**config.mk**
```make
export PLATFORM = sky130hd
export DESIGN_NAME = data_mem_arbiter_flat
export DESIGN_NICKNAME = d
export VERILOG_FILES = /design/src/rtl/data_mem_arbiter_if.sv /design/src/rtl/data_mem_arbiter.sv /design/src/flat_wrapper.sv
export SDC_FILE = /design/constraint.sdc
export NUM_CORES = 1
export LEC_CHECK = 0
export CAP_MARGIN = 20
export CORE_AREA = 2 2 229 231
export CTS_BUF_LIST = sky130_fd_sc_hd__clkbuf_2
export DETAILED_ROUTE_END_ITERATION = 10
export DIE_AREA = 0 0 231 233
export PLACE_DENSITY = 0.51
export SYNTH_ARGS = -nofsm -noshare
export SYNTH_HDL_FRONTEND = slang
export SYNTH_SLANG_ARGS = --single-unit
```
**constraint.sdc**
```tcl
create_clock -name clk -period 1.7 [get_ports clk]
set_clock_uncertainty 0.1 [all_clocks]
set_input_delay 0.255 -clock clk [delete_from_list [all_inputs] [get_ports clk]]
set_output_delay 0.255 -clock clk [all_outputs]
set_load 0.005 [all_outputs]
```
**src/rtl/data_mem_arbiter_if.sv**
```systemverilog
// Bus bundle between the two data-memory requesters, the arbiter and the RAM.
// The arbiter takes the slave view; the requesters/RAM side takes the master view.
interface data_mem_arbiter_if #(
    parameter int DATA_BITS = 64,
    parameter int ADDR_BITS = 64
);
    logic                 p0_req;
    logic                 p0_we;
    logic [ADDR_BITS-1:0] p0_addr;
    logic [DATA_BITS-1:0] p0_wdata;
    logic                 p0_ack;
    logic                 p0_err;
    logic [DATA_BITS-1:0] p0_rdata;
    logic                 p0_stall;

    logic                 p1_req;
    logic                 p1_we;
    logic [ADDR_BITS-1:0] p1_addr;
    logic [DATA_BITS-1:0] p1_wdata;
    logic                 p1_ack;
    logic                 p1_err;
    logic [DATA_BITS-1:0] p1_rdata;

    logic                 mem_en;
    logic                 mem_wr;
    logic [ADDR_BITS-1:0] mem_addr;
    logic [DATA_BITS-1:0] mem_wdata;
    logic [DATA_BITS-1:0] mem_rdata;

    modport slave (
        input  p0_req, p0_we, p0_addr, p0_wdata,
        input  p1_req, p1_we, p1_addr, p1_wdata,
        input  mem_rdata,
        output p0_ack, p0_err, p0_rdata, p0_stall,
        output p1_ack, p1_err, p1_rdata,
        output mem_en, mem_wr, mem_addr, mem_wdata
    );

    modport master (
        output p0_req, p0_we, p0_addr, p0_wdata,
        output p1_req, p1_we, p1_addr, p1_wdata,
        output mem_rdata,
        input  p0_ack, p0_err, p0_rdata, p0_stall,
        input  p1_ack, p1_err, p1_rdata,
        input  mem_en, mem_wr, mem_addr, mem_wdata
    );
endinterface

```
**src/rtl/data_mem_arbiter.sv**
```systemverilog
// Round-robin arbiter/sequencer sharing one synchronous-read data RAM between the
// CPU MEM stage (port 0) and the loader (port 1); one access per IDLE-ISSUE-RESP pass.
module data_mem_arbiter #(
    parameter int DATA_BITS     = 64,
    parameter int ADDR_BITS     = 64,
    parameter int MEM_ADDR_BITS = 10
) (
    input  logic                clk,
    input  logic                rst_n,
    data_mem_arbiter_if.slave   bus
);

    typedef enum logic [1:0] {IDLE, ISSUE, RESP} state_t;

    state_t               state_q;
    logic                 lastGrant_q;
    logic                 winner_q;
    logic                 err_q;
    logic                 p0Ack_q;
    logic                 p1Ack_q;
    logic                 memEn_q;
    logic                 memWr_q;
    logic [ADDR_BITS-1:0] memAddr_q;
    logic [DATA_BITS-1:0] memWdata_q;

    logic                 winner_d;
    logic                 selWe_d;
    logic [ADDR_BITS-1:0] selAddr_d;
    logic [DATA_BITS-1:0] selWdata_d;
    logic                 inRange_d;

    // Under contention the port that did not win last time is served.
    always_comb begin
        winner_d = bus.p1_req;
        if (bus.p0_req && bus.p1_req) begin
            winner_d = ~lastGrant_q;
        end
        selWe_d    = winner_d ? bus.p1_we    : bus.p0_we;
        selAddr_d  = winner_d ? bus.p1_addr  : bus.p0_addr;
        selWdata_d = winner_d ? bus.p1_wdata : bus.p0_wdata;
        inRange_d  = (selAddr_d[ADDR_BITS-1:MEM_ADDR_BITS] == '0);
    end

    always_ff @(posedge clk or negedge rst_n) begin
        if (!rst_n) begin
            state_q     <= IDLE;
            lastGrant_q <= 1'b1;
            winner_q    <= 1'b0;
            err_q       <= 1'b0;
            p0Ack_q     <= 1'b0;
            p1Ack_q     <= 1'b0;
            memEn_q     <= 1'b0;
            memWr_q     <= 1'b0;
            memAddr_q   <= '0;
            memWdata_q  <= '0;
        end else begin
            case (state_q)
                IDLE: begin
                    if (bus.p0_req || bus.p1_req) begin
                        winner_q    <= winner_d;
                        lastGrant_q <= winner_d;
                        memEn_q     <= inRange_d;
                        memWr_q     <= inRange_d & selWe_d;
                        memAddr_q   <= selAddr_d;
                        memWdata_q  <= selWdata_d;
                        err_q       <= ~inRange_d;
                        state_q     <= ISSUE;
                    end
                end
                ISSUE: begin
                    memEn_q <= 1'b0;
                    memWr_q <= 1'b0;
                    p0Ack_q <= ~winner_q;
                    p1Ack_q <= winner_q;
                    state_q <= RESP;
                end
                RESP: begin
                    p0Ack_q <= 1'b0;
                    p1Ack_q <= 1'b0;
                    err_q   <= 1'b0;
                    state_q <= IDLE;
                end
                default: begin
                    state_q <= IDLE;
                end
            endcase
        end
    end

    assign bus.mem_en    = memEn_q;
    assign bus.mem_wr    = memWr_q;
    assign bus.mem_addr  = memAddr_q;
    assign bus.mem_wdata = memWdata_q;

    // Read data is passed straight from the RAM output while the ack is up.
    assign bus.p0_ack   = p0Ack_q;
    assign bus.p0_err   = p0Ack_q & err_q;
    assign bus.p0_rdata = (p0Ack_q && !err_q) ? bus.mem_rdata : '0;
    assign bus.p1_ack   = p1Ack_q;
    assign bus.p1_err   = p1Ack_q & err_q;
    assign bus.p1_rdata = (p1Ack_q && !err_q) ? bus.mem_rdata : '0;
    assign bus.p0_stall = bus.p0_req & ~p0Ack_q;

endmodule

```
**src/flat_wrapper.sv**
```systemverilog
// flat-port wrapper written by rule: the top's interface ports become plain ports
module data_mem_arbiter_flat 
#(
    parameter int DATA_BITS     = 64,
    parameter int ADDR_BITS     = 64,
    parameter int MEM_ADDR_BITS = 10
)
  (clk, rst_n, bus_p0_req, bus_p0_we, bus_p0_addr, bus_p0_wdata, bus_p1_req, bus_p1_we, bus_p1_addr, bus_p1_wdata, bus_mem_rdata, bus_p0_ack, bus_p0_err, bus_p0_rdata, bus_p0_stall, bus_p1_ack, bus_p1_err, bus_p1_rdata, bus_mem_en, bus_mem_wr, bus_mem_addr, bus_mem_wdata);
  data_mem_arbiter_if #(.DATA_BITS(DATA_BITS), .ADDR_BITS(ADDR_BITS)) bus_i ();
  input  logic clk;
  input  logic rst_n;
  input wire logic [$bits(bus_i.p0_req)-1:0] bus_p0_req;
  input wire logic [$bits(bus_i.p0_we)-1:0] bus_p0_we;
  input wire logic [$bits(bus_i.p0_addr)-1:0] bus_p0_addr;
  input wire logic [$bits(bus_i.p0_wdata)-1:0] bus_p0_wdata;
  input wire logic [$bits(bus_i.p1_req)-1:0] bus_p1_req;
  input wire logic [$bits(bus_i.p1_we)-1:0] bus_p1_we;
  input wire logic [$bits(bus_i.p1_addr)-1:0] bus_p1_addr;
  input wire logic [$bits(bus_i.p1_wdata)-1:0] bus_p1_wdata;
  input wire logic [$bits(bus_i.mem_rdata)-1:0] bus_mem_rdata;
  output wire logic [$bits(bus_i.p0_ack)-1:0] bus_p0_ack;
  output wire logic [$bits(bus_i.p0_err)-1:0] bus_p0_err;
  output wire logic [$bits(bus_i.p0_rdata)-1:0] bus_p0_rdata;
  output wire logic [$bits(bus_i.p0_stall)-1:0] bus_p0_stall;
  output wire logic [$bits(bus_i.p1_ack)-1:0] bus_p1_ack;
  output wire logic [$bits(bus_i.p1_err)-1:0] bus_p1_err;
  output wire logic [$bits(bus_i.p1_rdata)-1:0] bus_p1_rdata;
  output wire logic [$bits(bus_i.mem_en)-1:0] bus_mem_en;
  output wire logic [$bits(bus_i.mem_wr)-1:0] bus_mem_wr;
  output wire logic [$bits(bus_i.mem_addr)-1:0] bus_mem_addr;
  output wire logic [$bits(bus_i.mem_wdata)-1:0] bus_mem_wdata;
  assign bus_i.p0_req = bus_p0_req;
  assign bus_i.p0_we = bus_p0_we;
  assign bus_i.p0_addr = bus_p0_addr;
  assign bus_i.p0_wdata = bus_p0_wdata;
  assign bus_i.p1_req = bus_p1_req;
  assign bus_i.p1_we = bus_p1_we;
  assign bus_i.p1_addr = bus_p1_addr;
  assign bus_i.p1_wdata = bus_p1_wdata;
  assign bus_i.mem_rdata = bus_mem_rdata;
  assign bus_p0_ack = bus_i.p0_ack;
  assign bus_p0_err = bus_i.p0_err;
  assign bus_p0_rdata = bus_i.p0_rdata;
  assign bus_p0_stall = bus_i.p0_stall;
  assign bus_p1_ack = bus_i.p1_ack;
  assign bus_p1_err = bus_i.p1_err;
  assign bus_p1_rdata = bus_i.p1_rdata;
  assign bus_mem_en = bus_i.mem_en;
  assign bus_mem_wr = bus_i.mem_wr;
  assign bus_mem_addr = bus_i.mem_addr;
  assign bus_mem_wdata = bus_i.mem_wdata;
  data_mem_arbiter #(.DATA_BITS(DATA_BITS), .ADDR_BITS(ADDR_BITS), .MEM_ADDR_BITS(MEM_ADDR_BITS)) u_core (.clk(clk), .rst_n(rst_n), .bus(bus_i));
endmodule
```
# --- Word-level counts from Yosys, hierarchy flattened ---
# Index checks and enable logic that the tools add are counted.
totals:
  wordCells: 50
  output_inout_bits: 263
  ff_bits: 137
  inputBits: 326
classes:
  n_eq_ne: 3
  n_bitwise: 8
  n_mux: 16
  reduce_logical: 13
op_table:
  columns: ["op", "count"]
  rows:
  - ["$mux 64", 4]
  - ["$logic_not 54->1", 1]
  - ["$pmux 1 s2", 5]
  - ["$reduce_and 2->1", 3]
  - ["$reduce_bool 2->1", 3]
  - ["$mux 1", 5]
  - ["$and 1x1->1", 4]
  - ["$not 1->1", 4]
  - ["$pmux 2 s2", 1]
  - ["$logic_and 1x1->1", 3]
  - ["$eq 2x1->1 const B", 1]
  - ["$eq 2x2->1 const B", 1]
  - ["$logic_not 2->1", 1]
  - ["$mux 2", 1]
  - ["$ne 2x1->1 const B", 1]
  - ["$logic_not 1->1", 1]
  - ["$logic_or 1x1->1", 1]

# --- Longest topological paths before layout ---
# Gate-level depths: netlist (run 1).
logic_depth:
  word_depth: 7
  depth_mapped: 8
  mapped_depth_nobuf: 7

# --- Least setup slack after synthesis (run 1) ---
# OpenSTA, ideal clock, no wires.
synth_timing:
  kind: "register to register"
  startpoint: "reg u_core.state_q[0]"
  endpoint: "reg u_core.memWdata_q[10], in the netlist u_core.bus.mem_wdata[10]"
  t_arrival_ns: 1.351
  setup_time_ns: 0.130
  synth_period_minus_slack_ns: 1.581
  stages_incl_launch_ff: 8
  path_buffers: 2
  slack_ns: 0.119
  path_cell_list: "dfrtp_1 > inv_1 > ha_1 > inv_1 > nor2_4 > buf_2 > buf_2 > a31oi_1"
synth_between:
  elab_chain_cells: 2
synth_rtl:
  columns: ["item", "line", "rtl"]
  rows:
  - ["from (decl)", "data_mem_arbiter.sv:15", "state_t state_q;"]
  - ["from (signal assigned)", "data_mem_arbiter.sv:46", "state_q <= IDLE;"]
  - ["from (signal assigned)", "data_mem_arbiter.sv:67", "state_q <= ISSUE;"]
  - ["from (signal assigned)", "data_mem_arbiter.sv:75", "state_q <= RESP;"]
  - ["$logic_not 2->1", "data_mem_arbiter.sv:57", "case (state_q)"]
  - ["$reduce_and 2->1 (no source line)", null, null]
  - ["to (signal assigned)", "data_mem_arbiter.sv:65", "memWdata_q <= selWdata_d;"]
  - ["to (decl)", "data_mem_arbiter.sv:24", "logic [DATA_BITS-1:0] memWdata_q;"]
# No other way between the ends.
# A chain may end at the register's enable or synchronous reset.

# --- Final worst setup path (run 1) ---
layout_timing:
  startpoint: "reg u_core.err_q"
  endpoint: "out bus_p0_rdata[51]"
layout_between:
  elab_chain_cells: 3
layout_rtl:
  columns: ["item", "line", "rtl"]
  rows:
  - ["from (decl)", "data_mem_arbiter.sv:18", "logic err_q;"]
  - ["from (signal assigned)", "data_mem_arbiter.sv:66", "err_q <= ~inRange_d;"]
  - ["$logic_not 1->1", "data_mem_arbiter.sv:98", "assign bus.p0_rdata = (p0Ack_q && !err_q) ? bus.mem_rdata : '0;"]
  - ["$logic_and 1x1->1", "data_mem_arbiter.sv:98", null]
  - ["$mux 64", "data_mem_arbiter.sv:98", null]
  - ["to (decl)", "flat_wrapper.sv:23", "output wire logic [$bits(bus_i.p0_rdata)-1:0] bus_p0_rdata;"]
# No other way between the ends.

==> out/results.ini, run 1 <==
[status]
outcome = finished with violations
failed_checks = negative setup slack

[timing]
tightest_slew_ns = 0.8138
fin_crit_sh_pct = 166.9
fmax_mhz = 352.4
slew_violations = 0
hold_viol = 0
relSlewSlack_pct = 45.74
setup_viol = 318
setup_slack_ns = -1.138
rsz0062_at_grt = yes
fin_crit_ns = 2.838
whs_ns = 0.2120

[power]
intPower_mw = 14.57
p_per_area_nw_per_um2 = 1211
p_sw_mw = 9.505
total_power_mw = 24.07
power_leakage_nw = 8.735
combPwrFrac_pct = 65.5
vdd_drop_max_v = 0.0006827
clockPowerShare_pct = 9.6
pwr-share-seq_pct = 25.0
sw_frac_of_total_pct = 39.48

[drt]
route.detailed.drc = 0
first_pass_iters = 5
via_per_inst = 4.195
wirelength_um = 52660
wl_per_cell_um = 19.50
via_count = 11330
drt_iter0_drc = 585
ant_nets = 0

[critical_path]
r2r_slack_ns = -0.15
crit_arrival_ns = 2.48
end_kind = output port
r2r-end = u_core.bus.mem_addr[1]
crit_path_end = bus_p0_rdata[51]
critical_path.max_fanout = 6
startpoint_type = flip-flop
cp-startpoint = u_core.err_q
r2r-start = u_core.state_q[1]
crit_required_ns = 1.34
ff2ff_path_depth = 9
crit_type = flip-flop to output port
cpMostUsedCell = buf_6
crit_path_cell_trace = buf_6 > nor2b_4 > buf_8 > buf_6 > clkbuf_16 > buf_8 > and2_4 > buf_6
slowest_stage = dfrtp_2
max_stage_delay_ns = 0.50

[logic_synthesis]
ys_warn_count = 0
syn_nets = 1255
yosysSeqAreaShare_pct = 46.97
syn_inst = 926
syn_area_per_cell_um2 = 7.886
ys_async_sr_fraction_pct = 100.0
synth-edff-count = 0
synth_top_flop_cell = dfrtp_1
synth-seq-cells = 137
ys_types = 27
syn_area_um2 = 7302

[cells_and_area]
final_cells = 2700
mostFrequentLayoutCell = clkdlybuf4s50_1
final_cell_mix = clkdlybuf4s50_1, nand2_1, dlygate4sd3_1
fill_cells = 5050
utilization_pct = 38.90
drive_gt1_share_pct = 36.64
nets = 2325
area_growth_pct = 172.2

[job]
max_cap_viol_count = 0

[clocking]
cts_buffer_depth = 2
h-tree-depth = 4
cts_tree = built
path_clk_slew_ns = 0.26
cts_root_buffer = clkbuf_2
clock-sinks = 137
cts_buffers = 17
clkLatencyLatePin_ns = 0.99

[die]
io_pins = 589
rows = 83
start_util_pct = 14.29
die-area_um2 = 53820
die-height_um = 233
die_w_um = 231
core-area_um2 = 51090

[worst_hold_path]
holdPathStages = 4
hp-class = input port to flip-flop

[global_routing]
antenna_found_initial = 9
gr-total-overflow = 0
grt_max_degree = 65
grt_pass1_wl_um = 67540
track_usage_pct = 17.01
grt_pass1_vias = 11030

[placement]
hpwl_um = 35480
place_congestion = 0.8872
placed_cells = 2259
portBuffers = 588

[layer usage]
layer,vias up,share of wire [%],global-route usage [%],wire length [um]
met1,5424,37,18.50,19530
met4,4,4.0,7.661,2114
li1,5266,-,-,-
met5,-,0.044,0,23
met2,525,51,29.71,26940
met3,107,7.7,5.956,4050
[cell usage after synthesis (all sizes together) (2+ instances only)]
| cell type | count | area (um2) |
|---|---|---|
| nand2 | 265 | 994.7 |
| dfrtp | 136 | 3403 |
| nor2 | 136 | 518.0 |
| and2 | 130 | 813.3 |
| a31oi | 129 | 807.0 |
| buf | 54 | 275.3 |
| nor4 | 26 | 162.7 |
| clkbuf | 15 | 56.30 |
| nand4 | 6 | 37.54 |
| o21ai | 5 | 25.02 |
| inv | 4 | 15.01 |
| a21oi | 3 | 15.01 |
| ha | 3 | 37.54 |
| nor3 | 3 | 15.01 |
| nor2b | 2 | 12.51 |
[registers in the layout, indices dropped and copies added, names as in the netlist]
signal and flops:
u_core.lastGrant_q 1, u_core.bus.mem_wdata 64, u_core.bus.p1_ack 1, u_core.bus.p0_ack 1
u_core.state_q 2, u_core.bus.mem_addr 64, u_core.bus.mem_wr 1, u_core.err_q 1
u_core.winner_q 1, u_core.bus.mem_en 1
[cells by family (layout without fill, tap and decap cells)]
| kind of cell | Yosys count | count (layout) | share of synthesized area, % |
|---|---|---|---|
| compound gates | 141 | 141 | 12.34 |
| fa+ha+maj | 3 | 3 | 0.5141 |
| buf+inv | 73 | 1156 | 4.746 |
| flops | 137 | 137 | 46.97 |
| mux | 2 | 2 | 0.2913 |
| other cells | 0 | 11 | 0 |
| simple gates | 570 | 570 | 35.14 |
[final cells by class]
type	count	area, um2	share of cell area (%)
clock inverters	14	161.4	0.8120
inverters	4	17.52	0.08813
diodes	11	27.53	0.1385
multi-input cells	716	4280	21.53
well taps	680	850.8	4.280
clock buffers	18	90.09	0.4532
repair buffers	1120	11010	55.41
flip-flops and latches	137	3436	17.29
[per-stage QoR]
stage	setup slack [ns]	instance area [um2]	TNS [ns]
3_3_place_gp	-0.9038	14970	-73.43
3_5_place_dp	-0.8734	14970	-78.77
2_1_floorplan	0.1188	7302	0
4_1_cts	-1.567	18240	-285.27
6_report	-1.138	19880	-169.51
5_1_grt	-1.335	19860	-223.08
[worst min-delay path by stage]
stage	from	endpoint	slack [ns]
final	bus_p0_addr[9]	u_core.bus.mem_addr[9]	0.21
after global routing	bus_p1_wdata[16]	u_core.bus.mem_wdata[16]	0.1
after CTS	bus_p0_req	u_core.state_q[1]	0.009
after detailed placement	rst_n	u_core.bus.mem_addr[47]	0.1
after global placement	rst_n	u_core.bus.mem_addr[47]	0.09
after floorplan	rst_n	u_core.bus.mem_addr[0]	-0.14
[power groups by stage]
| stage | combinational, mW | sequential [mW] | clock [mW] |
|---|---|---|---|
| finish | 15.8 | 6.01 | 2.31 |
| global route | 16.9 | 6.15 | 2.54 |
| CTS | 12.3 | 5.90 | 2.44 |
| detailed placement | 11.4 | 5.97 | 0 |
| global placement | 11.3 | 5.90 | 0 |
| floorplan | 3.89 | 5.92 | 0 |
[worst max-delay path: cells and delay by family (launching register included)]
| kind | cells | cell delay (ns) |
|---|---|---|
| buffers and inverters | 6 | 0.70 |
| DFF | 1 | 0.50 |
| and+or+nand+nor | 2 | 0.28 |
[what timing repair did]
| action | CTS | global route |
|---|---|---|
| cloned | 4 | 24 |
| endpoints found under the setup margin | 319 | 392 |
| pin swaps | 8 | 26 |
| hold endpoints to repair | 270 | 0 |
| setup buffers | 22 | 96 |
| hold buffers | 264 | 0 |
| resized for setup | 322 | 813 |
(Power assumes the default switching activity.)
==> inputs of run 2 (changes only) <==
--- a/config.mk
+++ b/config.mk
@@ -11,6 +11,7 @@
 export DETAILED_ROUTE_END_ITERATION = 10
 export DIE_AREA = 0 0 231 233
 export PLACE_DENSITY = 0.51
+export SKIP_LAST_GASP = 1
 export SYNTH_ARGS = -nofsm -noshare
 export SYNTH_HDL_FRONTEND = slang
 export SYNTH_SLANG_ARGS = --single-unit
==> run 2 against run 1 <==
Compared with the run above:
- the run still ends with negative setup slack left
- final cell count stayed put
- hold slack worse by 0.0099 ns
- first-iteration DRC count increased by 2.6%
- flip-flop and latch count unchanged
- critical path depth is 1 higher
- clock power about the same
- wire length is 0.35% higher
- non-clock buffer count is 1 higher
- die area did not move
- combinational power about the same
- fmax is 1.3% lower
- global-route usage barely moved
- largest power group unchanged
==> out/results.ini, run 2 (same netlist as run 1, synthesis figures left out) <==
[status]
outcome = finished with violations
failed_checks = negative setup slack

[worst_hold_path]
whs_endpoint = u_core.state_q[1]
hp-start = bus_p0_req
holdPathStages = 4
hp-class = input port to flip-flop

[cells_and_area]
nets = 2326
utilization_pct = 38.48
mostFrequentLayoutCell = clkdlybuf4s50_1
drive_gt1_share_pct = 33.93
final_cell_mix = clkdlybuf4s50_1, nand2_1, dlygate4sd3_1
final_cells = 2700
fin_area_um2 = 19660
area_growth_pct = 169.3

[timing]
hold_viol = 0
fin_crit_ns = 2.875
relSlewSlack_pct = 45.83
fin_setup_tns_ns = -167.79
fin_crit_sh_pct = 169.1
rsz0062_at_grt = yes
setup_viol = 315
slew_violations = 0
tightest_slew_ns = 0.8126
fmax_mhz = 347.9
setup_slack_ns = -1.175

[placement]
place_congestion = 0.8872
placed_cells = 2259
hpwl_um = 35480
portBuffers = 588
place_area_um2 = 14970

[critical_path]
crit_required_ns = 1.34
slowest_stage = dfrtp_2
cpMostUsedCell = buf_6
r2r_slack_ns = -0.15
r2r-end = u_core.bus.mem_addr[23]
max_stage_delay_ns = 0.49
ff2ff_path_depth = 9
crit_buf_inv = 7
crit_type = flip-flop to output port
path_delay_family = buffers and inverters
r2r-start = u_core.state_q[1]
crit_path_cell_trace = buf_6 > nor2b_4 > buf_12 > buf_6 > clkbuf_16 > buf_8 > buf_6 > and2_4 > clkbuf_2
end_kind = output port
crit_arrival_ns = 2.52
critical_path.max_fanout = 8
startpoint_type = flip-flop

[drt]
route.detailed.drc = 0
wl_per_cell_um = 19.57
via_per_inst = 4.191
drt_iter0_drc = 600
ant_nets = 0
wirelength_um = 52840
via_count = 11320
first_pass_iters = 5

[power]
p_per_area_nw_per_um2 = 1215
power_leakage_nw = 8.919
vdd_drop_max_v = 0.0006857
total_power_mw = 23.88

[global_routing]
gr-total-overflow = 0
grt_pass1_vias = 11010
grt_max_degree = 65
antenna_found_initial = 9
grt_pass1_wl_um = 67430
track_usage_pct = 16.98

[die]
die-area_um2 = 53820
rows = 83
core-area_um2 = 51090
io_pins = 589
die-height_um = 233
start_util_pct = 14.29
die_w_um = 231

[job]
max_cap_viol_count = 0

[clocking]
cts_root_buffer = clkbuf_2
clock-sinks = 137
path_clk_slew_ns = 0.23
cts_buffer_depth = 2
cts_tree = built
h-tree-depth = 4
clkLatencyLatePin_ns = 1.00
cts_buffers = 17

[run 2: final cells by class]
class | instances | area (um2)
Multi-Input combinational cell | 716 | 4210
Clock inverter | 14 | 161.4
Tap cell | 680 | 850.8
Antenna cell | 10 | 25.02
Fill cell | 5097 | 31430
Inverter | 4 | 17.52
Clock buffer | 18 | 90.09
Timing Repair Buffer | 1121 | 10870
Sequential cell | 137 | 3433
[run 2: repair_timing]
| item | in CTS | in global routing |
|---|---|---|
| endpoints found under the setup margin | 319 | 392 |
| hold buffers | 264 | 0 |
| endpoints found under the hold margin | 270 | 0 |
| cloned | 4 | 25 |
| gates resized for setup | 222 | 747 |
| pin swaps | 5 | 18 |
| buffers inserted | 22 | 94 |
[run 2: how the worst max path moves through the flow]
stage | from | end | slack (ns) | cells past startpoint
after floorplan | u_core.state_q[0] | u_core.bus.mem_wdata[10] | 0.12 | 7
after global placement | bus_p0_addr[18] | u_core.bus.mem_wr | -0.90 | 7
after detailed placement | bus_p1_addr[11] | u_core.err_q | -0.87 | 7
after CTS | u_core.err_q | bus_p0_rdata[49] | -1.57 | 5
after global routing | u_core.err_q | bus_p0_rdata[37] | -1.37 | 9
final | u_core.err_q | bus_p0_rdata[37] | -1.17 | 9
[run 2: layer usage]
metal  vias to the layer above  GRT usage, %  wire [um]  part of all wire [%]
li1                       5265             -          -                     -
met1                      5415         18.50      19510                    37
met2                       537         29.51      27050                    51
met3                        95         5.895       4163                   7.9
met4                         4         7.944       2098                   4.0
met5                         -             0         23                 0.044
[run 2: worst register-to-register path: cells and delay by family, from the launching register on]
kind	cells	cell delay, ns
AOI/OAI and AO/OA	1	0.08
adders and majority gates	1	0.16
buffers and inverters	6	0.78
DFF	1	0.44
and+or+nand+nor	1	0.20
[run 2: power breakdown]
part / internal [mW] / leakage [nW] / switching, mW
Clock: 0.726 / 0.150 / 1.58
Sequential: 4.89 / 1.54 / 1.12
Combinational: 8.74 / 7.23 / 6.82
[run 2: through the flow]
step | setup WS, ns | hold slack [ns]
2_1_floorplan | 0.1188 | -0.1406
3_3_place_gp | -0.9038 | 0.09178
3_5_place_dp | -0.8734 | 0.09973
4_1_cts | -1.567 | 0.009298
5_1_grt | -1.366 | 0.09514
6_report | -1.175 | 0.2021
==> inputs of run 3 (changes only) <==
--- a/config.mk
+++ b/config.mk
@@ -10,7 +10,6 @@
 export CTS_BUF_LIST = sky130_fd_sc_hd__clkbuf_2
 export DETAILED_ROUTE_END_ITERATION = 10
 export DIE_AREA = 0 0 231 233
-export PLACE_DENSITY = 0.51
 export SKIP_LAST_GASP = 1
 export SYNTH_ARGS = -nofsm -noshare
 export SYNTH_HDL_FRONTEND = slang
==> run 3 against run 2 <==
Compared with the run above:
- the run still ends with negative setup slack left
- critical path depth down 2
- first-iteration DRC count up 0.83%
- highest routed layer unchanged
- setup slack better by 0.10 ns
- non-clock buffer count down 38
- utilization down 1.0 points
- power down 3.4%
- largest cell class unchanged
==> out/results.ini, run 3 (same netlist as run 1, synthesis figures left out) <==
[critical_path]
slowest_stage = dfrtp_2
r2r-start = u_core.state_q[1]
cp-startpoint = u_core.err_q
crit_type = flip-flop to output port
crit_path_cell_trace = nor2_4 > buf_6 > buf_8 > buf_8 > buf_6 > and2_4 > buf_6
critical_path.max_fanout = 5
crit_arrival_ns = 2.42
startpoint_type = flip-flop
end_kind = output port
max_stage_delay_ns = 0.53
crit_required_ns = 1.34
cpMostUsedCell = buf_6

[drt]
wirelength_um = 55520
route.detailed.drc = 0
wl_per_cell_um = 20.88
via_count = 11310
first_pass_iters = 9
ant_nets = 0
drt_iter0_drc = 605
via_per_inst = 4.252

[placement]
place_area_um2 = 14780
place_ws_ns = -0.9610
hpwl_um = 37180
placed_cells = 2232
place_congestion = 0.9081
portBuffers = 588

[power]
vdd_drop_max_v = 0.0006997
sw_frac_of_total_pct = 39.83
intPower_mw = 13.89
combPwrFrac_pct = 64.9
p_per_area_nw_per_um2 = 1206
clockPowerShare_pct = 9.4
p_sw_mw = 9.191
pwr-share-seq_pct = 25.7
power_leakage_nw = 8.660
total_power_mw = 23.08

[timing]
whs_ns = 0.1611
relSlewSlack_pct = 46.86
hold_viol = 0
fmax_mhz = 360.9
fin_crit_sh_pct = 163.0
fin_crit_ns = 2.771
slew_violations = 0
rsz0062_at_grt = yes
setup_slack_ns = -1.071
setup_viol = 265
fin_setup_tns_ns = -148.23
tightest_slew_ns = 0.7898

[clocking]
clock-sinks = 137
cts_buffers = 17
cts_buffer_depth = 2
cts_tree = built
clkLatencyLatePin_ns = 0.96
h-tree-depth = 4
path_clk_slew_ns = 0.24
cts_root_buffer = clkbuf_2

[die]
die-height_um = 233
rows = 83
core-area_um2 = 51090
io_pins = 589
die-area_um2 = 53820
start_util_pct = 14.29
die_w_um = 231

[global_routing]
gr-total-overflow = 0
grt_pass1_vias = 11210
track_usage_pct = 18.08
grt_max_degree = 54
antenna_found_initial = 7
grt_pass1_wl_um = 70620

[cells_and_area]
drive_gt1_share_pct = 32.42
nets = 2288
fill_cells = 5022
mostFrequentLayoutCell = clkdlybuf4s50_1
area_growth_pct = 162.0
fin_area_um2 = 19130
utilization_pct = 37.44
final_cell_mix = clkdlybuf4s50_1, dlygate4sd3_1, nand2_1
final_cells = 2659

[status]
outcome = finished with violations
failed_checks = negative setup slack

[worst_hold_path]
hp-start = bus_p0_req
hp-class = input port to flip-flop

[job]
max_cap_viol_count = 0

## run 3: cell type report
| type | instances | area (um2) | area share [%] |
|---|---|---|---|
| diodes | 8 | 20.02 | 0.1047 |
| multi-input cells | 716 | 3909 | 20.43 |
| clock buffers | 17 | 85.08 | 0.4448 |
| well taps | 680 | 850.8 | 4.448 |
| flip-flops and latches | 137 | 3433 | 17.95 |
| inverters | 4 | 17.52 | 0.09158 |
| clock inverters | 14 | 147.6 | 0.7719 |
| repair buffers | 1083 | 10670 | 55.76 |
## run 3: timing repair
| item | 4_1_cts | 5_1_grt |
|---|---|---|
| hold buffers | 264 | 1 |
| gates resized for setup | 192 | 796 |
| buffers inserted | 13 | 87 |
| endpoints found under the setup margin | 338 | 394 |
| pin swaps | 3 | 34 |
| cloned | 6 | 24 |
| endpoints found under the hold margin | 269 | 31 |
## run 3: metal layers
metal  vias up  global-route usage, %  share of wire [%]
met1      5341                  17.75                 35
li1       5194                      -                  -
met2       615                  33.93                 52
met4         2                  9.194                5.0
met5         -                      0              0.023
met3       153                  5.723                8.5
## run 3: worst paths after layout
| path | end | slack (ns) | depth (start not counted) |
|---|---|---|---|
| setup reg to reg | u_core.err_q | 0.01 | 9 |
| hold reg to reg | u_core.winner_q | 0.44 | 2 |
| max in group asynchronous | u_core.lastGrant_q | 0.21 | 6 |
| min in group asynchronous | u_core.bus.mem_addr[24] | 0.65 | 5 |
| setup / recovery | bus_p1_rdata[38] | -1.07 | 7 |
| hold / removal | u_core.lastGrant_q | 0.16 | 4 |
## run 3: worst max-delay path: cells and delay by family, from the launching register on
| kind | cells | cell delay, ns |
|---|---|---|
| flip-flops | 1 | 0.53 |
| buffers and inverters | 5 | 0.60 |
| AND/OR/NAND/NOR | 2 | 0.30 |
## run 3: power groups by stage
| stage | Clock [mW] | Sequential [mW] | Combinational, mW |
|---|---|---|---|
| 2_1_floorplan | 0 | 5.92 | 3.89 |
| 3_3_place_gp | 0 | 5.81 | 11.4 |
| 3_5_place_dp | 0 | 5.90 | 11.5 |
| 4_1_cts | 2.29 | 5.84 | 12.5 |
| 5_1_grt | 2.38 | 6.09 | 16.0 |
| 6_report | 2.16 | 5.94 | 15.0 |
